$ cat config.mk
export PLATFORM = sky130hd
export DESIGN_NAME = ntt_scheduler
export DESIGN_NICKNAME = d
export VERILOG_FILES = /design/src/rtl/ntt_scheduler.sv
export SDC_FILE = /design/constraint.sdc
export NUM_CORES = 1
export LEC_CHECK = 0
export ABC_AREA = 1
export CAP_MARGIN = 40
export CORE_MARGIN = 5
export CORE_UTILIZATION = 25
export CTS_CLUSTER_DIAMETER = 100
export DETAILED_ROUTE_END_ITERATION = 8
export SLEW_MARGIN = 10
export SYNTH_ARGS = -nofsm -noshare
export SYNTH_HDL_FRONTEND = slang
export SYNTH_SLANG_ARGS = --single-unit
$ cat constraint.sdc
create_clock -name i_clk -period 4.1 [get_ports i_clk]
set_input_delay 0.615 -clock i_clk [delete_from_list [all_inputs] [get_ports i_clk]]
set_output_delay 0.615 -clock i_clk [all_outputs]
set_load 0.005 [all_outputs]
$ cat src/rtl/ntt_scheduler.sv
// Address/control sequencer for one in-place NTT or INTT pass over 256 coefficients.
// Issues one butterfly per cycle and delays each issued address pair to the write port.
module ntt_scheduler #(
    parameter int RD_LAT  = 1,
    parameter int BFU_LAT = 4
) (
    input  logic       i_clk,
    input  logic       i_rst,
    input  logic       i_start,
    input  logic       i_intt,
    input  logic       i_algo,
    output logic       o_busy,
    output logic       o_done,
    output logic       o_rd_en,
    output logic [7:0] o_rd_addr_a,
    output logic [7:0] o_rd_addr_b,
    output logic [7:0] o_tw_addr,
    output logic       o_bfu_intt,
    output logic       o_bfu_algo,
    output logic       o_bfu_skip,
    output logic       o_wr_en,
    output logic [7:0] o_wr_addr_a,
    output logic [7:0] o_wr_addr_b,
    output logic [1:0] o_dbg_state
);

    localparam int D = RD_LAT + BFU_LAT;

    typedef enum logic [1:0] {
        IDLE  = 2'd0,
        RUN   = 2'd1,
        DRAIN = 2'd2,
        DONE  = 2'd3
    } state_t;

    state_t      state_q;
    logic [6:0]  cnt_q;
    logic [2:0]  lvl_q;
    logic        intt_q;
    logic        algo_q;
    logic [16:0] dly_q [D];

    logic [7:0] c_d;
    logic [7:0] len_d;
    logic [7:0] g_d;
    logic [7:0] rd_a_d;
    logic [7:0] rd_b_d;
    logic [7:0] tw_d;
    logic [2:0] lmin_d;
    logic       last_layer_d;

    // Butterfly c of layer L pairs j with j+len; g is the group, which selects the twiddle.
    always_comb begin
        c_d    = {1'b0, cnt_q};
        len_d  = 8'd1 << lvl_q;
        g_d    = c_d >> lvl_q;
        rd_a_d = (g_d << ({1'b0, lvl_q} + 4'd1)) | (c_d & (len_d - 8'd1));
        rd_b_d = rd_a_d + len_d;
        tw_d   = intt_q ? ((8'hFF >> lvl_q) - g_d) : ((8'd128 >> lvl_q) + g_d);
        lmin_d = {2'b00, ~algo_q};
        last_layer_d = intt_q ? (lvl_q == 3'd7) : (lvl_q == lmin_d);
    end

    assign o_bfu_skip  = 1'b0;
    assign o_dbg_state = state_q;
    assign o_wr_en     = dly_q[D-1][16];
    assign o_wr_addr_a = dly_q[D-1][15:8];
    assign o_wr_addr_b = dly_q[D-1][7:0];

    // Outputs are registered from the current state, so they trail the state by one cycle.
    always_ff @(posedge i_clk) begin
        if (i_rst) begin
            state_q     <= IDLE;
            cnt_q       <= '0;
            lvl_q       <= '0;
            intt_q      <= 1'b0;
            algo_q      <= 1'b0;
            o_busy      <= 1'b0;
            o_done      <= 1'b0;
            o_rd_en     <= 1'b0;
            o_rd_addr_a <= '0;
            o_rd_addr_b <= '0;
            o_tw_addr   <= '0;
            o_bfu_intt  <= 1'b0;
            o_bfu_algo  <= 1'b0;
            for (int i = 0; i < D; i++) dly_q[i] <= '0;
        end else begin
            o_busy      <= (state_q != IDLE);
            o_done      <= (state_q == DONE);
            o_rd_en     <= (state_q == RUN);
            o_rd_addr_a <= (state_q == RUN) ? rd_a_d : 8'd0;
            o_rd_addr_b <= (state_q == RUN) ? rd_b_d : 8'd0;
            o_tw_addr   <= (state_q == RUN) ? tw_d : 8'd0;
            o_bfu_intt  <= intt_q;
            o_bfu_algo  <= algo_q;

            dly_q[0] <= {o_rd_en, o_rd_addr_a, o_rd_addr_b};
            for (int i = 1; i < D; i++) dly_q[i] <= dly_q[i-1];

            case (state_q)
                IDLE: begin
                    // A start seen while o_done is still showing belongs to the finished pass.
                    if (i_start && !o_done) begin
                        state_q <= RUN;
                        cnt_q   <= '0;
                        intt_q  <= i_intt;
                        algo_q  <= i_algo;
                        lvl_q   <= i_intt ? {2'b00, ~i_algo} : 3'd7;
                    end
                end
                RUN: begin
                    cnt_q <= cnt_q + 7'd1;
                    if (cnt_q == 7'd127) begin
                        state_q <= DRAIN;
                        cnt_q   <= '0;
                    end
                end
                DRAIN: begin
                    cnt_q <= cnt_q + 7'd1;
                    if (cnt_q == 7'(D - 1)) begin
                        cnt_q <= '0;
                        if (last_layer_d) begin
                            state_q <= DONE;
                        end else begin
                            state_q <= RUN;
                            lvl_q   <= intt_q ? lvl_q + 3'd1 : lvl_q - 3'd1;
                        end
                    end
                end
                default: begin
                    state_q <= IDLE;
                end
            endcase
        end
    end

endmodule

==> impl_results.md <==
* Status: finished clean
* CP arrival at 3.55 ns
* Reg2reg start: lvl_q[1]
* Layout cell share with drive strength beyond 1 at 7.38%
* Max-cap viol count at 0
* Worst-case headroom to the max-slew limit at 60.4%
* Seq cells post-synth at 128
* DRT iter0 DRCs at 247
* Pwr/cell area at 657 nW/um^2
* Detailed placement HPWL at 8610 microns
* Cells after Synth at 749
* CTS Buffer Depth at 2
* FF/Latch Area at 2560 sq um
* Post-synthesis mux area share at 0%
* PortBufs at 52
* Register area share after synthesis at 45.3%
* CP Depth at 18
* RSZ-0062 raised after global routing: false
* Xor/xnor share of the synthesized area at 1.08%
* Min-Delay Path Class: reg2reg
* Crit-path most repeated cell: nor2_1
* Post-Layout Inst Area at 6930 sq um
* Hold buffer count at CTS at 0
* # setup viols final at 0
* Cell variety after synth at 36
* Synthesized cell area at 5660 sq um
* Setup TNS at 0 ns
* Top-level port count at 54
* Most common cell after layout, fill and taps aside: inv_1
* Simple-gate portion of the synthesized area at 23.0%
* Routed Antenna Nets at 0
* Vias in the first global route at 3977
* CTS Buf Count at 17
* Buf/Inv on CP at 2
* Via Count at 4352
* Final Max Slew Viols at 0
* Largest family of logic cells by synthesized area: simple AND/OR/NAND/NOR gates
* Setup Crit Path Kind: reg2reg
* Critical Path End Type: flip-flop
* Worst path top cell family by delay: simple AND/OR/NAND/NOR gates
* Grt total ovfl at 0
* Met2 WL at 5410 microns
* Final #Nets at 829
* Clock Root Buffer: clkbuf_16
* First-pass GRT wire length at 20000 microns
* Drt total wl at 12100 microns
* CP peak stage delay at 0.57 ns
* WHS Endpoint: dly_q[0][34]
* Post-Synth Adder-Cell Area at 8.36%
* Clk pin slew, worst setup/hold paths at 0.06 ns
* Initial antenna violation count at 0
* Mapped Nets at 790
* Commonest non-fill, non-tap cells in the layout: inv_1, dfxtp_1, nand2_1
* CTS tree: built
* Starting Density at 25.2%
* Leakage at 3.03 nW
* Diodes inserted at 0
* Synth Area per Inst at 7.55 sq um
* Slew @ Worst Pin at 0.593 ns
* Maximum fanout along the worst path at 12
* Yosys warns at 0
* Worst Reg2Reg Path Length in Cells at 18
* FILL cells at 2353
* Post-synth EDFFs at 0
* Final hold vios at 0
* RD Place Congestion at 0.898
* Slowest cell on the critical path: dfxtp_1
* Placed cell areas at 6350 sq um
* Top Layer Used: met4
* Setup bufs post-CTS at 0
* Metal3 WL at 651 microns
* DR WL/cell at 11.2 microns
* CP required at 4.40 ns
* Worst R2R End: o_rd_addr_b[7]
* # rows at 55
* Die H at 160 microns
* Worst Setup Start Kind: flip-flop
* Pin count of the biggest net entering global routing at 87
* Drt pass-1 iters at 4
* CTS Sinks at 128
* Pwr Total at 4.56 mW
* F_max at 307 MHz
* Setup Skew at 0.00825 ns
* Floorplan die width at 160 microns
* Via density at 4.01
* Metal1 wirelength at 5680 microns
* CP cell instances: inv_1 > ha_1 > inv_1 > nor2_1 > nor2_2 > nand2_2 > nor2_1 > nor2_1 > o21ai_1 > nand3_2 > ha_1 > a21oi_1 > o21a_1 > nand2_1 > xnor2_1 > nand3_1 > nand2_1 > nor2_1
* Area of the multi-input gates at 2310 sq um
* Worst reg2reg setup slack at 0.84 ns
* Tot GR Track Use at 9.64%
* Die area at 25700 sq um
* Core area at 22400 sq um
* Worst VDD drop at 0.224 mV
* Post-layout min period at 3.26 ns
* Post_cts resized at 0
* Predominant post-synthesis flop cell: dfxtp_1
* Asr flop ratio synth at 0%
* Hold Path Depth at 2
* Area Growth Syn to Fin at 22.6%
* # DRC at 0
* Final worst-path cycle share at 79.4%
* Hold path startpoint: dly_q[0][17]
* Setup crit start: lvl_q[1]
* Synth Area in Compound Gates at 8.23%
* Worst-skew pair later-pin latency at 0.41 ns
* H-Tree Depth at 4
registers in the layout, indices dropped and copies added (netlist names):
| name | cells |
|---|---|
| o_dbg_state | 2 |
| algo_q | 1 |
| o_rd_addr_a | 8 |
| o_done | 1 |
| o_rd_addr_b | 8 |
| lvl_q | 3 |
| o_rd_en | 1 |
| dly_q | 85 |
| cnt_q | 7 |
| o_tw_addr | 8 |
| o_busy | 1 |
| intt_q | 1 |
| o_bfu_intt | 1 |
| o_bfu_algo | 1 |
metrics by stage:
step	utilization [%]	setup slack, ns	std cells	hold WS, ns
final	30.9	0.844	1084	0.394
after detailed placement	28.3	0.848	1054	0.392
after floorplan	-	1.21	749	0.388
after CTS	30.9	0.842	1084	0.396
after global placement	28.2	0.970	1053	0.389
after global routing	30.9	0.426	1084	0.403
layer usage:
layer / global-route usage [%] / vias up
met3: 2.51 / 26
met4: 4.65 / 0
met5: 0 / -
li1: - / 2352
met1: 12.3 / 1864
met2: 15.2 / 110
tightest hold or removal path, stage by stage (launching register included):
cell     delay, ns
dfxtp_1       0.29
inv_1         0.04
nor2_1        0.03
power breakdown:
| part | leakage, nW | switching, mW | internal, mW | total (mW) |
|---|---|---|---|---|
| sequential | 1.03 | 0.105 | 1.35 | 1.46 |
| combinational | 1.72 | 1.04 | 0.577 | 1.62 |
| clock | 0.279 | 0.555 | 0.927 | 1.48 |
synthesized netlist by cell type, types with 2 or more instances:
library cell	n	area, sq um
a211oi_1	2	15.0
nor2_2	2	12.5
buf_2	2	10.0
inv_1	142	533
nand4_1	7	43.8
a21o_1	2	15.0
clkbuf_1	12	45.0
fa_1	3	60.1
a21oi_1	46	230
ha_1	33	413
nor2_1	116	435
dfxtp_1	128	2560
xnor2_1	2	17.5
buf_6	3	33.8
buf_4	19	143
nand3_1	45	225
o21ai_0	27	135
nand3_2	4	40.0
nand2_2	7	43.8
inv_2	6	22.5
xor2_1	5	43.8
o21ai_2	2	17.5
nand2_1	119	447
nor3_1	3	15.0
cell families (layout without fill, tap and decap cells):
| logic type | after synthesis | after routing |
|---|---|---|
| AOI/OAI and AO/OA | 86 | 86 |
| xor gates and xnor gates | 7 | 7 |
| adders and majority gates | 36 | 36 |
| buffers and inverters | 184 | 234 |
| DFF | 128 | 128 |
| other | 1 | 1 |
| and+or+nand+nor | 307 | 307 |
how the worst max path moves through the flow:
stage / to / slack, ns
finish: o_rd_addr_b[7] / 0.84
detailed placement: o_rd_addr_b[7] / 0.85
global route: o_rd_addr_b[7] / 0.43
CTS: o_rd_addr_b[7] / 0.84
floorplan: o_rd_addr_b[7] / 1.21
global placement: o_rd_addr_b[7] / 0.97
final cells by class:
type,count,share of cell area (%)
multi-input combinational,437,33.3
clock buffer,19,6.53
timing repair buffer,56,8.16
tap,285,5.14
inverter,148,8.01
sequential,128,37.0
clock inverter,11,1.93
Power figures use the tool's default switching activity.
==> RTL change 1: new RTL, same settings <==
The parameter `RD_LAT` goes from 1 to 2.
--- a/src/rtl/ntt_scheduler.sv
+++ b/src/rtl/ntt_scheduler.sv
@@ -3,3 +3,3 @@
 module ntt_scheduler #(
-    parameter int RD_LAT  = 1,
+    parameter int RD_LAT  = 2,
     parameter int BFU_LAT = 4
Formal check against the unedited RTL: not equivalent (Yosys sat finds a counterexample within 10 cycles, from zero or initial values and one cycle with i_rst high).
==> RTL change 1 against the unedited design <==
Wire length increased by 6.4%; highest routed layer unchanged; sequential power increased by 10%; final area increased by 9.3%; largest power group unchanged; worst setup slack improved by 0.034 ns; count of clock-buffer cells in the layout decreased by 2; power increased by 6.4%; sequential share of layout area increased by 1.4 points; hold slack got worse by 0.0011 ns; area after synthesis increased by 10%; via count increased by 5.0%; die area increased by 9.6%; non-clock buffer count increased by 2; sequential cell count increased by 17.
==> RTL change 1: results (changes against the unedited design) <==
* Area of the multi-input gates at 0.002462 sq mm (+6.7%)
* Signal buffers at 58 (+3.6%)
* Non-clock buffering overhead at 0.07696 (-0.004598)
* Seq/Total Area, Yosys at 0.4654 (+0.01240)
* Avg WL per Cell at 10.95 microns (-1.8%)
* GPL Wtd Cong at 0.8517 (-5.1%)
* Wire length of the first global-routing pass at 20.61 mm (+2.8%)
* CP delay by family, top: adder cells
* Via count at 4570 (+5.0%)
* HPWL after DPL at 9.193 mm (+6.8%)
* Layout cell share with drive strength beyond 1 at 0.09048 (+0.01664)
* Clk tree area frac at 0.08026 (-0.004362)
* Max reg flops at 102 (+20%)
* Placed cell count at 1143 (+8.4%)
* # clk buffers at 17 (-2)
* Status: finished, final reports clean
* LEAKAGE at 3.202 nW (+5.7%)
* Distinct cells, synth at 42 (+17%)
* Worst path max stage delay at 0.59 ns (+0.02 ns)
* Inverters excl. clock at 161 (+8.8%)
* Fillers at 2572 (+9.3%)
* Comb_multi_in at 455 (+4.1%)
* Overall Global Routing Usage at 0.09104 (-0.005398)
* Nets at 879 (+6.0%)
* Post-synth top cells: inv_1, dfxtp_1, nor2_1
[RTL change 1: stage by stage]
| stage | worst slack [ns] | area (sq um) | util |
|---|---|---|---|
| 3_3_place_gp | 0.9229 | 6940 | 0.2837 |
| 6_report | 0.8777 | 7576 | 0.3097 |
| 4_1_cts | 0.8761 | 7576 | 0.3097 |
| 3_5_place_dp | 0.9159 | 6968 | 0.2848 |
| 2_1_floorplan | 1.227 | 6237 | - |
| 5_1_grt | 0.4757 | 7576 | 0.3097 |
[RTL change 1: logic make-up after synthesis]
kind of cell             after synthesis
XOR/XNOR                               6
other                                  1
buffers and inverters                201
flip-flops                           145
adder cells (fa/ha/maj)               36
AO/OA/AOI/OAI                         95
AND/OR/NAND/NOR                      317
[RTL change 1: worst paths after layout]
check                                   end  slack, ns                     from  cells after the start
hold reg to reg     dly_q[0][35]$_SDFF_PP0_       0.39  dly_q[0][18]$_SDFF_PP0_                      2
hold / removal      dly_q[0][35]$_SDFF_PP0_       0.39  dly_q[0][18]$_SDFF_PP0_                      2
setup reg to reg  o_rd_addr_b[6]$_SDFF_PP0_       0.88    lvl_q[0]$_SDFFE_PP0P_                     14
setup / recovery  o_rd_addr_b[6]$_SDFF_PP0_       0.88    lvl_q[0]$_SDFFE_PP0P_                     14
[RTL change 1: metal layers]
layer | up-vias | global-route usage | routed length (microns)
met4 | 0 | 0.03529 | 221
met2 | 86 | 0.1516 | 5989
met5 | - | 0 | 0
li1 | 2509 | - | -
met3 | 14 | 0.02274 | 427
met1 | 1961 | 0.1134 | 6225
[RTL change 1: power by group]
part | internal (W) | leakage [nW] | switching (W)
clock | 0.000825 | 0.291 | 0.000708
combinational | 0.000596 | 1.74 | 0.00111
sequential | 0.00152 | 1.17 | 0.0000925
==> RTL change 2: new RTL, same settings <==
Without the edit above. Reset style: asynchronous (`i_rst`), changed in one clocked block.
--- a/src/rtl/ntt_scheduler.sv
+++ b/src/rtl/ntt_scheduler.sv
@@ -70,3 +70,3 @@
     // Outputs are registered from the current state, so they trail the state by one cycle.
-    always_ff @(posedge i_clk) begin
+    always_ff @(posedge i_clk or posedge i_rst) begin
         if (i_rst) begin
Behaviour: differs if i_rst is asserted again (counterexample within 4 cycles, from zero or initial values and one cycle with i_rst high); with i_rst held inactive, the same outputs for 10 cycles.
==> RTL change 2 against the unedited design <==
Power increased by 16%; final area shrank 1.9%; worst setup slack improved by 0.18 ns; first-iteration DRC count rose by 0.40%; cell count decreased by 18%; sequential cell count stayed put; critical path depth is 3 lower; global-route usage rose by 0.29 points; wire length is 2.8% lower; area after synthesis down 1.8%; count of clock-buffer cells in the layout did not move; sequential share of layout area increased by 10 points; critical path type unchanged.
==> RTL change 2: results (changes against the unedited design) <==
* Asr flop ratio synth at 1.000 (+1.000)
* Switch share at 0.3810 (+0.008163)
* H-tree depth at 4 (unchanged)
* Max FO, Critical Path at 10 (-2)
* Register with the most flip-flops: dly_q
* Seq/Total Area, Yosys at 0.5766 (+0.1236)
* # Post-CTS Setup Buffers at 0 (unchanged)
* Nets at 634 (-24%)
* Antenna cell count at 0 (unchanged)
* Area contributors post-synth: dfrtp_1, nand2_1, ha_1
* First drt pass iteration count at 4 (unchanged)
* Largest net degree at the start of global routing at 70 (-20%)
* Final Skew at 0.009275 ns (+0.001022 ns)
* Wire length of the first global-routing pass at 20.12 mm (+0.38%)
* HP Class: reg2reg
* GPL Wtd Cong at 0.8577 (-4.5%)
* Distinct cells, synth at 41 (+14%)
* WP data arrival at 3.37 ns (-0.18 ns)
* Slew @ Worst Pin at 0.7120 ns (+0.1189 ns)
* Root buffer cell: clkbuf_16
* Syn. warnings at 0 (unchanged)
* HPWL after DPL at 8.487 mm (-1.4%)
* Overall Global Routing Usage at 0.09931 (+0.002865)
* Post-Route WL at 11.75 mm (-2.8%)
* Layout cell share with drive strength beyond 1 at 0.09704 (+0.02320)
* IO buf count at 52 (unchanged)
* Post-synth top cells: dfrtp_1, nand2_1, inv_1
* LEAKAGE at 3.401 nW (+12%)
* Clock latency on the worst-skew pair at 0.41 ns (about the same)
* Clock transition at the registers of the reported paths at 0.06 ns (about the same)
* Status: finished, final reports clean
* Fillers at 2253 (-4.2%)
* Clock tree buffer depth at 2 (unchanged)
* Max rail drop VDD at 0.2634 mV (+18%)
* Vias in the first global route at 3848 (-3.2%)
* DRT iter0 DRCs at 248 (+0.40%)
* Vias per cell at 4.131 (+2.9%)
* Number of buffers created by CTS at 17 (unchanged)
* Max reg flops at 68 (-20%)
* Syn Nets at 589 (-25%)
-- RTL change 2: power groups by stage --
stage	logic, W	clock network, W	registers (W)
detailed placement	0.00206	0	0.00189
finish	0.00206	0.00137	0.00186
global route	0.00237	0.00148	0.00191
floorplan	0.00143	0	0.00183
CTS	0.00208	0.00141	0.00187
global placement	0.00208	0	0.00187
-- RTL change 2: area by class of cell --
class,instances,area (sq um),area share
clock buffers,19,432.9,0.06364
well taps,280,350.3,0.05150
flip-flops and latches,128,3203,0.4708
multi-input cells,329,1916,0.2816
clock inverters,13,102.6,0.01508
repair buffers,55,555.5,0.08166
inverters,64,242.7,0.03568
-- RTL change 2: kinds of logic after synthesis --
family | after synthesis | synth area share
flops | 128 | 0.5766
simple gates | 198 | 0.1624
xor+xnor | 7 | 0.01104
compound gates | 89 | 0.09144
fa+ha+maj | 34 | 0.07928
other cells | 1 | 0.0006750
buf+inv | 93 | 0.07860
-- RTL change 2: final timing paths --
check	startpoint	end	slack, ns	cells past startpoint
min	dly_q[47]$_DFF_PP0_	dly_q[30]$_DFF_PP0_	0.35	0
min reg2reg	dly_q[47]$_DFF_PP0_	dly_q[30]$_DFF_PP0_	0.35	0
min in group asynchronous	i_rst	dly_q[23]$_DFF_PP0_	0.69	2
max in group asynchronous	i_rst	o_tw_addr[2]$_DFF_PP0_	2.61	3
max	lvl_q[1]$_DFFE_PP0P_	o_rd_addr_b[7]$_DFF_PP0_	1.02	15
max reg2reg	lvl_q[1]$_DFFE_PP0P_	o_rd_addr_b[7]$_DFF_PP0_	1.02	15
-- RTL change 2: worst max-delay path, cell delays in order, from the launching register on --
cell and delay, ns:
dfrtp_1 0.59, inv_2 0.16, ha_1 0.29, nor2_1 0.22, nor2_1 0.08, nor2_1 0.18, nand2_1 0.09, o21ai_0 0.23
nand3_1 0.11, ha_1 0.35, a21oi_1 0.19, o21bai_1 0.08, a21oi_1 0.19, nand3_2 0.09, nand2_1 0.06, nor2_1 0.05
-- RTL change 2: stage by stage --
stage          power [W]  worst slack, ns  std cells  area (sq um)    util
6_report        0.005293            1.023        888          6803  0.3117
5_1_grt         0.005765           0.6339        888          6803  0.3117
4_1_cts         0.005364            1.022        888          6803  0.3117
3_5_place_dp    0.003951            1.035        856          6267  0.2872
3_3_place_gp    0.003950            1.071        856          6267  0.2872
2_1_floorplan   0.003266          0.07236        550          5555       -
-- RTL change 2: routing by layer --
| metal | vias up | part of all wire | global-route usage |
|---|---|---|---|
| met1 | 1739 | 0.48 | 0.1316 |
| met4 | 0 | 0.0081 | 0.02559 |
| li1 | 1853 | - | - |
| met5 | - | 0 | 0 |
| met2 | 70 | 0.46 | 0.1546 |
| met3 | 6 | 0.046 | 0.03624 |
